--- config.mk ---
export PLATFORM = sky130hd
export DESIGN_NAME = muldiv_unit
export DESIGN_NICKNAME = d
export VERILOG_FILES = /design/src/rtl/muldiv_unit.sv
export SDC_FILE = /design/constraint.sdc
export NUM_CORES = 1
export LEC_CHECK = 0
export BUFFER_PORTS_ARGS = -buffer_cell sky130_fd_sc_hd__buf_2
export CAP_MARGIN = 20
export CORE_ASPECT_RATIO = 0.9
export CORE_UTILIZATION = 65
export DETAILED_ROUTE_END_ITERATION = 10
export PLACE_DENSITY_LB_ADDON = 0.12
export REMOVE_ABC_BUFFERS = 1
export SYNTH_ARGS = -nofsm -noshare
export SYNTH_HDL_FRONTEND = slang
export SYNTH_SLANG_ARGS = --single-unit
export TNS_END_PERCENT = 100
--- constraint.sdc ---
create_clock -name clk -period 9.6 [get_ports clk]
set_input_delay 0.96 -clock clk [delete_from_list [all_inputs] [get_ports clk]]
set_output_delay 0.96 -clock clk [all_outputs]
set_load 0.05 [all_outputs]
--- src/rtl/muldiv_unit.sv ---
// muldiv_unit: iterative one-bit-per-cycle multiply / multiply-accumulate / divide
// on magnitudes, with sign correction and accumulation applied in a final FIX step.
module muldiv_unit #(
   parameter int WIDTH = 32
) (
   input  logic               clk,
   input  logic               rst,
   input  logic               start_i,
   input  logic               annul_i,
   input  logic [2:0]         op_i,
   input  logic [WIDTH-1:0]   opdata1_i,
   input  logic [WIDTH-1:0]   opdata2_i,
   input  logic [2*WIDTH-1:0] acc_i,
   output logic [2*WIDTH-1:0] result_o,
   output logic               ready_o,
   output logic               busy_o,
   output logic               div_by_zero_o
);
   localparam int CW = $clog2(WIDTH) + 1;
   typedef enum logic [1:0] {IDLE, CALC, FIX, DONE} state_t;
   state_t             state;
   logic [CW-1:0]      cnt;
   logic [1:0]         op_r;
   logic [WIDTH-1:0]   a, b;
   logic [2*WIDTH-1:0] acc, p;
   logic               neg_res, neg_rem, dz;
   logic               sgn_in, div_in, is_div;
   logic [WIDTH-1:0]   mag1, mag2, q, r;
   logic [WIDTH:0]     msum, rt, diff;
   logic [2*WIDTH-1:0] prod, mres;
   assign sgn_in = ~op_i[0];
   assign div_in = ~op_i[2] & op_i[1];
   assign is_div = ~op_r[1] & op_r[0];
   assign mag1   = (sgn_in && opdata1_i[WIDTH-1]) ? -opdata1_i : opdata1_i;
   assign mag2   = (sgn_in && opdata2_i[WIDTH-1]) ? -opdata2_i : opdata2_i;
   // p holds {partial product, multiplier} for multiply and {remainder, dividend/quotient} for divide
   assign msum   = {1'b0, p[2*WIDTH-1:WIDTH]} + (p[0] ? {1'b0, a} : '0);
   assign rt     = p[2*WIDTH-1:WIDTH-1];
   assign diff   = rt - {1'b0, b};
   assign prod   = neg_res ? -p : p;
   assign q      = neg_res ? -p[WIDTH-1:0] : p[WIDTH-1:0];
   assign r      = neg_rem ? -p[2*WIDTH-1:WIDTH] : p[2*WIDTH-1:WIDTH];
   assign mres   = !op_r[1] ? prod : (op_r[0] ? acc - prod : acc + prod);
   assign busy_o = state != IDLE;
   always_ff @(posedge clk or negedge rst) begin
      if (!rst) begin
         state         <= IDLE;
         cnt           <= '0;
         op_r          <= '0;
         a             <= '0;
         b             <= '0;
         acc           <= '0;
         p             <= '0;
         neg_res       <= 1'b0;
         neg_rem       <= 1'b0;
         dz            <= 1'b0;
         result_o      <= '0;
         ready_o       <= 1'b0;
         div_by_zero_o <= 1'b0;
      end else begin
         ready_o       <= 1'b0;
         div_by_zero_o <= 1'b0;
         case (state)
            IDLE: if (start_i && !annul_i) begin
               op_r    <= op_i[2:1];
               acc     <= acc_i;
               cnt     <= '0;
               a       <= mag1;
               b       <= mag2;
               p       <= div_in ? {{WIDTH{1'b0}}, mag1} : {{WIDTH{1'b0}}, mag2};
               neg_res <= sgn_in & (opdata1_i[WIDTH-1] ^ opdata2_i[WIDTH-1]);
               neg_rem <= sgn_in & opdata1_i[WIDTH-1];
               dz      <= div_in && opdata2_i == '0;
               if (div_in && opdata2_i == '0) begin
                  result_o <= '0;
                  state    <= DONE;
               end else begin
                  state    <= CALC;
               end
            end
            CALC: if (annul_i) state <= IDLE;
            else begin
               p     <= is_div ? {(diff[WIDTH] ? rt[WIDTH-1:0] : diff[WIDTH-1:0]), p[WIDTH-2:0], ~diff[WIDTH]}
                               : {msum, p[WIDTH-1:1]};
               cnt   <= cnt + CW'(1);
               state <= cnt == CW'(WIDTH - 1) ? FIX : CALC;
            end
            FIX: if (annul_i) state <= IDLE;
            else begin
               result_o <= is_div ? {r, q} : mres;
               state    <= DONE;
            end
            default: begin
               ready_o       <= !annul_i;
               div_by_zero_o <= dz & !annul_i;
               state         <= IDLE;
            end
         endcase
      end
   end
endmodule

# Word-level counts from Yosys, hierarchy flattened

Cells that the tools add are included.

Word-level logic and storage cells: 84
Flip-flop bits (word level): 271
Input port bits: 135
Output and inout port bits: 67

Bitwise operators: 10
Muxes and demuxes: 30
Reductions and logical operators: 14
Eq/ne operators: 7
Add/sub/neg operators: 10

Operator list:

| cell                                           | count |
|---|---|
| 2-to-1 mux 64 bit                              | 10 |
| one-hot mux 64 bit (2 select lines)            | 2 |
| 2-to-1 mux 32 bit                              | 7 |
| negation 32 bit                                | 4 |
| adder 64 bit                                   | 1 |
| negation 64 bit                                | 1 |
| subtractor 64 bit                              | 1 |
| adder 32 x 32 -> 33 bit                        | 1 |
| subtractor 33 x 32 -> 33 bit                   | 1 |
| zero test 32 bit                               | 1 |
| 2-to-1 mux 6 bit                               | 2 |
| one-hot mux 6 bit (2 select lines)             | 1 |
| 2-to-1 mux 2 bit                               | 5 |
| inequality test 2 bit (second input constant)  | 4 |
| adder 6 x 1 -> 6 bit (second input constant)   | 1 |
| == test 6 x 5 -> 1 bit (second input constant) | 1 |
| one-hot mux 2 bit (3 select lines)             | 1 |
| nonzero test 2 bit                             | 3 |
| bitwise AND 1 bit                              | 5 |
| logical AND 1 bit                              | 4 |
| NOT 1 bit                                      | 4 |
| AND reduction 4 bit                            | 1 |
| AND reduction 3 bit                            | 1 |
| OR reduction 3 bit                             | 1 |
| other kinds (7)                                | 8 |

# Longest topological paths before layout

Gate-level depths: netlist (run 1).

Depth after elaboration: 8
Gate-level depth with buffers: 30

# Worst setup path after synthesis (run 1)

Ideal clock, no wire load.

Kind: reg-to-reg
Start: register p[0]
End: register result_o[62]
Data arrival time: 6157 ps
Setup slack: 3310 ps
Stages on the path, launching flop included: 27
Data required time: 9467 ps
Setup time: 133 ps
Clock period less this slack: 6290 ps
Buffers on the path: 3
Path through: dfrtp_1 > clkbuf_1 > inv_1 > ha_1 > or4b_1 > buf_2 > or4_1 > buf_2 > o41ai_1 > xnor2_1 > a2111oi_4 > nand3_1 > nor2_1 > a21oi_1 > xor2_1 > ha_1 > and4_1 > nand4_1 > or2_2 > a2111oi_0 > or3_1 > a21oi_1 > a31oi_1 > a21oi_1 > o41ai_1 > xnor2_1 > o21ai_0

Word-level cells in the longest chain between the ends: 8
Elaborated cells between the ends (all ways): 9
Those cells by class: add/sub (3); mux (6)

Ends and longest elaborated chain:

| what                                              | line | text |
|---|---|---|
| start, declared                                   | 25   | `logic [2*WIDTH-1:0] acc, p;` |
| start signal, assigned                            | 70   | `p <= div_in ? {{WIDTH{1'b0}}, mag1} : {{WIDTH{1'b0}}, mag2};` |
| start signal, assigned                            | 83   | `p <= is_div ? {(diff[WIDTH] ? rt[WIDTH-1:0] : diff[WIDTH-1:0]), p[WIDTH-2:0], ~diff[WIDTH]}` |
| negation 64 bit                                   | 40   | `assign prod = neg_res ? -p : p;` |
| 2-to-1 mux 64 bit (*)                             | 40   |  |
| adder 64 bit or subtractor 64 bit (tied branches) | 43   | `assign mres = !op_r[1] ? prod : (op_r[0] ? acc - prod : acc + prod);` |
| 2-to-1 mux 64 bit                                 | 43   |  |
| 2-to-1 mux 64 bit (*)                             | 43   |  |
| 2-to-1 mux 64 bit (*)                             | 90   | `result_o <= is_div ? {r, q} : mres;` |
| 2-to-1 mux 64 bit (*)                             | 88   | `FIX: if (annul_i) state <= IDLE;` |
| one-hot mux 64 bit (2 select lines) (*)           | 63   | `case (state)` |
| end signal, assigned                              | 90   |  |
| end, declared                                     | 14   | `output logic [2*WIDTH-1:0] result_o,` |

Every way passes the cells marked *; elsewhere a longest branch is shown, timed or not. The select of a mux whose other input is x is not followed.
A chain may end at the register's enable or synchronous reset.

# Worst setup path after layout (run 1)

Same ends and word-level chain as after synthesis.

==> metrics.md, run 1 <==
| Metric | Value |
|---|---|
| Buf+Inv Stages, Crit Path | 2 |
| Synth area leaders | dfrtp_1 28%, nand2_1 9.1%, ha_1 6.9% |
| Routed vias/inst | 6.60 |
| Post-CTS Resized | 0 |
| R2R setup slack | 1730 ps |
| Combinational power share | just over 60% |
| Worst Hold Class | in2async |
| Slew @ Worst Pin | between 1000 and 1500 ps |
| Crit-path most repeated cell | a21oi_1 |
| Final WL | 79.6 mm |
| Worst Setup Start Kind | register |
| Compound-Gate Fraction of Synth Area | 24.7% |
| Fin. Hold Viols | 0 |
| CP delay by family, top | compound AO/OA/AOI/OAI gates |
| Initial DRC Count | 3,025 |
| Adder-Cell Fraction of Synth Area | 7.11% |
| CTS tree | built |
| Hpwl dp | 59.4 mm |
| Net Sw Power | 0.00378 W |
| Global placer's final weighted congestion | between 1 and 1.5 |
| Ys async rst share | 100% |
| Leak | around 12 nW |
| Global-route wire length before repair | 123 mm |
| Die area | 0.0381 mm^2 |
| Switching share of power | 48.9% |
| Fmax | 127 MHz |
| Seq/Total Area, Yosys | 28.0% |
| Minimum clock period after layout | 7870 ps |
| Syn-to-layout area delta | 9.00% |
| Yosys cell types | 86 |
| Fin Clk Skew | 19.8 ps |
| Post-Syn Area per Cell | 7.57 um^2 |
| Yosys top cell by area | dfrtp_1 |
| GRT overflow | 0 |
| WL/cell | between 20 and 25 um |
| Clock Power Share | 16.4% |
| Crit path DAT | 8320 ps |
| Slowest Stage Delay on Critical Path | roughly 760 ps |
| Rel. slew slack | approximately a quarter |
| Clock buffer depth | 3 |
| DR pass1 iterations | 8 |
| Synth Flop Type | dfrtp_1 |
| Worst-path clk slew | 70 ps |
| P_int | between 0.003 and 0.004 W |
| Power Total | around 0.0077 W |
| Final Util | 72.6% |
| Initial Util | 66.6% |
| Crit-path cells | buf_4, inv_1, ha_1, or4b_1, or4_1, o41ai_1, xnor2_1, a2111oi_4, nand3_1, nor2_1, a21oi_1, xor2_1, ha_1, and4_1, nand4_1, or2_2, a2111oi_0, or3_1, a21oi_1, a31oi_1, a21oi_1, o41ai_1, xnor2_1, o21ai_0 |
| Register bit total from synthesis | 271 |
| Drt drc | 0 |
| Via count | ~25,000 |
| Hold_buf cts | 0 |
| Root Buffer | clkbuf_16 |
| Setup crit end kind | register |
| Post-synthesis xor/xnor area fraction | 11.8% |
| Vias in the first global route | 22,800 |
| CTS H-tree lvls | 1 |
| Standard-cell rows | 66 |
| Netlist Area Pre-Place | 0.0243 mm^2 |
| # setup viols final | 0 |
| Worst-skew pair later-pin latency | around 600 ps |
| Crit path max fanout | 40 |
| Critical path required time | 10,050 ps |
| Worst Setup Path Type | reg2reg |
| Port bufs | roughly 200 |
| Pin count of the biggest net entering global routing | 161 |
| Tot GR Track Use | 40.9% |
| Final period util | 82.0% |
| Total clock sinks | 271 |
| Mapped Cells | 3,203 |
| TNS Setup | 0 ps |
| Proportion of synthesized area in mux cells | approximately 1.8% |
| Chip width | 206 um |
| IO Pins | 202 |
| Simple-gate area share of the yosys netlist | 21.8% |
| Max stage delay cell, worst path | or4_1 |
| VDD IR-drop max | 0.172 mV |
| Share of power burned in registers | around 22% |
| Max_cap viols | 0 |
| Fill cells | approximately 2,800 |
| Syn. warnings | 0 |
| Design area | 0.0264 mm^2 |
| CTS buffer count | 29 |
| Post-synth EDFFs | 0 |
| Share of the synthesized area in the top cell type | 28.0% |
| Final #Nets | 3,533 |
| Max Slew Vio Count | 0 |
| Number of setup buffers added after CTS | 0 |
| Cell Area, Placed | 0.0254 mm^2 |
| Initial antenna violation count | 0 |
| Power Dens Cells | 292 mW/mm^2 |
| Antenna Violating Nets Remaining | 0 |
| Largest family of logic cells by synthesized area | compound AO/OA/AOI/OAI gates |
| Die Height | 185 um |
| Fraction of layout instances using a drive strength above 1 | just over 10% |
| RSZ-0062 raised after global routing | no |
| Outcome | complete, no violations |
| Core ar. | 0.0364 mm^2 |
==> metrics by stage <==
| stage | hold WS [ps] | setup WS [ps] | cells |
|---|---|---|---|
| after floorplan | 438 | 163 | 3000 |
| after global placement | 451 | 2100 | 3707 |
| after detailed placement | 461 | 1900 | 3707 |
| after CTS | 475 | 1860 | 3761 |
| after global routing | 498 | 1310 | 3761 |
| final | 413 | 1730 | 3764 |
==> synth_stat cells (11+ instances only) <==
| master | count |
|---|---|
| and2_1 | 49 |
| nor2_1 | 218 |
| nor4_1 | 23 |
| nand3_1 | 53 |
| or3_1 | 25 |
| nand2_1 | 587 |
| o21a_1 | 21 |
| buf_1 | 22 |
| o211ai_1 | 13 |
| a21oi_1 | 283 |
| a211oi_1 | 29 |
| xnor2_1 | 160 |
| ha_1 | 133 |
| clkbuf_1 | 167 |
| dfrtp_1 | 271 |
| o31ai_1 | 35 |
| inv_1 | 100 |
| nand4_1 | 25 |
| nor3_1 | 54 |
| xor2_1 | 165 |
| o41ai_1 | 24 |
| a21o_1 | 75 |
| nor2b_1 | 22 |
| o21bai_1 | 27 |
| and3_1 | 13 |
| a22oi_1 | 22 |
| or2_2 | 12 |
| o22ai_1 | 12 |
| a31oi_1 | 59 |
| nand2b_1 | 22 |
| o21ai_0 | 260 |
| mux2i_1 | 41 |
| or4_1 | 11 |
==> cells in the final DEF (no fill, tap or decap), types with 25 or more instances in the layout <==
cell type  instances
mux2i_1           41
a21oi_1          283
o21ai_0          260
clkbuf_16         29
nand4_1           25
a31oi_1           59
o21bai_1          27
ha_1             133
or3_1             25
nor3_1            54
nor2_1           214
xnor2_1          159
inv_1            100
nand3_1           53
buf_2            200
dfrtp_1          268
xor2_1           165
a21o_1            75
buf_4             28
o31ai_1           35
a211oi_1          29
and2_1            49
nand2_1          587
==> worst reg2reg max path, cell delays in order, from the launching register on <==
cell,delay (ps)
dfrtp_1,360
buf_4,260
inv_1,150
ha_1,280
or4b_1,620
or4_1,760
o41ai_1,510
xnor2_1,250
a2111oi_4,520
nand3_1,130
nor2_1,350
a21oi_1,140
xor2_1,190
ha_1,400
and4_1,240
nand4_1,110
or2_2,310
a2111oi_0,340
or3_1,240
a21oi_1,120
a31oi_1,490
a21oi_1,200
o41ai_1,500
xnor2_1,160
o21ai_0,90
==> flip-flops by register name (all words and copies together), names as in the netlist, 2 cells and up <==
| signal | flops |
|---|---|
| b | 32 |
| p | 64 |
| acc | 64 |
| op_r | 2 |
| result_o | 64 |
| a | 32 |
| cnt | 6 |
| state | 2 |
==> path summary, 6_finish.rpt <==
kind,from,endpoint,depth (start not counted)
worst max-delay path,p[0]$_DFFE_PN0P_,result_o[62]$_DFFE_PN0P_,24
worst min-delay path,rst,acc[15]$_DFFE_PN0P_,1
worst max register to register,p[0]$_DFFE_PN0P_,result_o[62]$_DFFE_PN0P_,24
worst min register to register,result_o[7]$_DFFE_PN0P_,result_o[7]$_DFFE_PN0P_,2
max in group asynchronous,rst,p[26]$_DFFE_PN0P_,2
min in group clk,result_o[7]$_DFFE_PN0P_,result_o[7]$_DFFE_PN0P_,2
==> kinds of logic after synthesis <==
group | count (synthesis)
adder cells (fa/ha/maj) | 136
multiplexers | 43
AND/OR/NAND/NOR | 1165
XOR/XNOR | 326
buffers and inverters | 303
flip-flops | 271
AO/OA/AOI/OAI | 959
==> power groups by stage <==
stage               registers, W  logic (W)  clock network, W
floorplan                0.00162    0.00349                 0
global placement         0.00170    0.00446                 0
detailed placement       0.00172    0.00456                 0
CTS                      0.00170    0.00460           0.00127
global route             0.00174    0.00515           0.00131
finish                   0.00173    0.00473           0.00127
==> final cells by class <==
class,count,area [um^2],share of cell area [%]
Antenna cell,3,7.51,0.0284
Clock buffer,38,810,3.06
Clock inverter,16,248,0.937
Inverter,100,375,1.42
Multi-Input combinational cell,2629,16300,61.8
Sequential cell,271,6790,25.7
Tap cell,476,596,2.25
Timing Repair Buffer,231,1270,4.79
==> metal layers <==
metal  track usage [%]  wire length [um]
met5                 0                 0
met4              15.1              3060
met3              7.99              8800
met2              62.4             34100
met1              57.1             33700
No activity file was read; power rests on OpenSTA's default activity.
==> inputs of run 2 (changes only) <==
- CORE_UTILIZATION: 65 -> 62
- clock period: 9.6 -> 7.78 ns (I/O delays scaled with it)
==> run 2 against run 1 <==
Effect of this change: via count shrank 1.5%; critical path depth fell by 1; critical endpoint is now result_o[52]$_DFFE_PN0P_; global-route usage is 1.5 points lower; first-iteration DRC count is 2.7% lower.
==> metrics.md, run 2 (synthesized netlist as in run 1, its figures left out) <==
| Metric | Value |
|---|---|
| Setup crit end kind | register |
| Worst Setup Start Kind | register |
| Global-route wire length before repair | 125 mm (+1.6%) |
| Final WL | 79.1 mm (-0.70%) |
| CP delay by family, top | compound AO/OA/AOI/OAI gates |
| Power Total | 0.00947 W (+23%) |
| Vias in the first global route | 22,800 (+0.19%) |
| Leak | 12.2 nW (+0.37%) |
| Buf+Inv Stages, Crit Path | 1 (-1) |
| Fin Clk Skew | 23.1 ps (+3.34 ps) |
| VDD IR-drop max | 0.167 mV (-3.1%) |
| Global placer's final weighted congestion | 1.01 (-0.45%) |
| Share of power burned in registers | 22.3% (about the same) |
| Net Sw Power | 0.00463 W (+22%) |
| Core ar. | 0.0385 mm^2 (+5.6%) |
| IO Pins | 202 (unchanged) |
| Diodes inserted | 0 (-3) |
| Fmax | 136 MHz (+7.3%) |
| Worst Hold Class | in2async |
| Clock buffer depth | 3 (unchanged) |
| Most common cell after layout, fill and taps aside | nand2_1 |
| Routed vias/inst | 6.40 (-3.1%) |
| WL/cell | 20.7 um (-2.2%) |
| Crit-path cells | inv_1, ha_1, or4b_1, or4_1, o41ai_1, xnor2_1, a2111oi_4, nand2_1, nor2_1, a21oi_1, xor2_1, ha_1, a21oi_1, o21ai_0, a221oi_1, nor2_1, or3_1, a211oi_1, a21oi_1, a21oi_2, o21a_1, xor2_1, o221ai_1 |
| CTS tree | built |
| Fraction of layout instances using a drive strength above 1 | 10.8% (+0.51 points) |
| Pin count of the biggest net entering global routing | 117 (-27%) |
| GRT overflow | 0 (unchanged) |
| Fin. Hold Viols | 0 (unchanged) |
| Worst Setup Path Type | reg2reg |
| Max_cap viols | 0 (unchanged) |
| CTS buffer count | 31 (+6.9%) |
| Die Height | 190 um (+2.4%) |
| Chip width | 210 um (+2.4%) |
| Initial antenna violation count | 0 (unchanged) |
| RSZ-0062 raised after global routing | no |
| Crit-path most repeated cell | a21oi_1 |
| Hpwl dp | 59.5 mm (+0.24%) |
| Total clock sinks | 271 (unchanged) |
| Initial Util | 63.1% (-3.5 points) |
| Clock Power Share | 16.5% (about the same) |
| Most frequent cells in the layout | 587 x nand2_1, 282 x a21oi_1, 268 x dfrtp_1 |
| Rel. slew slack | 26.9% (+0.73 points) |
| Final Util | 69.1% (-3.5 points) |
| WHS | 207 ps (-207 ps) |
| Slew @ Worst Pin | 1090 ps (-13.8 ps) |
| Combinational power share | 61.2% (about the same) |
| Standard-cell rows | 68 (+3.0%) |
| P_int | 0.00484 W (+23%) |
| Final period util | 94.3% (+12 points) |
| Fill cells | 3,313 (+19%) |
| Via count | 24,500 (-1.5%) |
| R2R setup slack | 440 ps (-1290 ps) |
| Outcome | complete, no violations |
| Top Registers | acc (64), p (64), result_o (64) |
| Crit path max fanout | 8 (-80%) |
| Minimum clock period after layout | 7340 ps (-532 ps) |
| Antenna Violating Nets Remaining | 0 (unchanged) |
| CTS H-tree lvls | 1 (unchanged) |
| Port bufs | 201 (unchanged) |
| Hold_buf cts | 0 (unchanged) |
| Tot GR Track Use | 39.4% (-1.5 points) |
| Power Dens Cells | 356 mW/mm^2 (+22%) |
| Max Slew Vio Count | 0 (unchanged) |
| Slowest Stage Delay on Critical Path | 630 ps (-130 ps) |
| Die area | 0.0399 mm^2 (+4.8%) |
| Syn-to-layout area delta | 9.59% |
| Switching share of power | 48.9% (-0.050 points) |
| Initial DRC Count | 2,943 (-2.7%) |
| Worst-skew pair later-pin latency | 620 ps (+20 ps) |
| # setup viols final | 0 (unchanged) |
| Max stage delay cell, worst path | or4b_1 |
| Worst-path clk slew | 70 ps (about the same) |
| Final #Nets | 3,545 (+0.34%) |
| Crit path DAT | 7780 ps (-540 ps) |
| DR pass1 iterations | 6 (-2) |
| Root Buffer | clkbuf_16 |
| Drt drc | 0 (unchanged) |
| Critical path required time | 8220 ps (-1830 ps) |
[run 2: cell count changes in the layout (fill, tap and decap cells not counted), sizes merged]
cell,change
clkinvlp,+3
buf,+10
inv,+3
diode,-3
bufinv,-3
[run 2: stage by stage]
stage	TNS [ps]	area [um^2]	setup WS, ps	std cells
floorplan	-107160	23500	-1650	3000
global placement	0	25500	755	3766
detailed placement	0	25500	553	3766
CTS	0	26600	446	3823
global route	0	26600	83.7	3823
finish	0	26600	440	3823
[run 2: routing by layer]
metal  vias to the layer above  wire [um]  global-route usage, %
li1                      11400          -                      -
met4                         0       2960                   14.1
met2                      1266      33700                   59.4
met3                       188       8120                   5.98
met5                         -          0                      0
met1                     11600      34300                   57.1
[run 2: worst reg2reg max path, stage by stage, from the launching register on]
cell,delay [ps]
dfrtp_1,430
inv_1,130
ha_1,280
or4b_1,630
or4_1,600
o41ai_1,380
xnor2_1,260
a2111oi_4,570
nand2_1,140
nor2_1,270
a21oi_1,130
xor2_1,200
ha_1,370
a21oi_1,200
o21ai_0,120
a221oi_1,380
nor2_1,60
or3_1,420
a211oi_1,490
a21oi_1,160
a21oi_2,330
o21a_1,290
xor2_1,180
o221ai_1,150
[run 2: path summary, 6_finish.rpt]
path | startpoint | cells past startpoint | endpoint
max | p[1]$_DFFE_PN0P_ | 23 | result_o[52]$_DFFE_PN0P_
max reg2reg | p[1]$_DFFE_PN0P_ | 23 | result_o[52]$_DFFE_PN0P_
min | rst | 1 | acc[18]$_DFFE_PN0P_
min in group clk | acc_i[9] | 3 | acc[9]$_DFFE_PN0P_
min reg2reg | dz$_DFFE_PN0P_ | 2 | dz$_DFFE_PN0P_
max in group asynchronous | rst | 2 | result_o[59]$_DFFE_PN0P_
[run 2: power by group through the flow]
stage	clock network, W	logic, W	registers [W]
after floorplan	0	0.00430	0.00200
after global placement	0	0.00552	0.00209
after detailed placement	0	0.00562	0.00211
after CTS	0.00157	0.00566	0.00208
after global routing	0.00162	0.00635	0.00213
final	0.00156	0.00580	0.00211
[run 2: layout make-up]
class	count	area, um^2	share of cell area [%]
Multi-Input combinational cell	2629	16400	61.5
Sequential cell	271	6790	25.5
Timing Repair Buffer	241	1330	5.00
Clock buffer	38	862	3.24
Tap cell	525	657	2.47
Inverter	100	375	1.41
Clock inverter	19	215	0.810
[run 2: repair_timing]
item	CTS	global route
buffers inserted	0	0
setup endpoints to repair	0	5
gates resized for setup	0	3
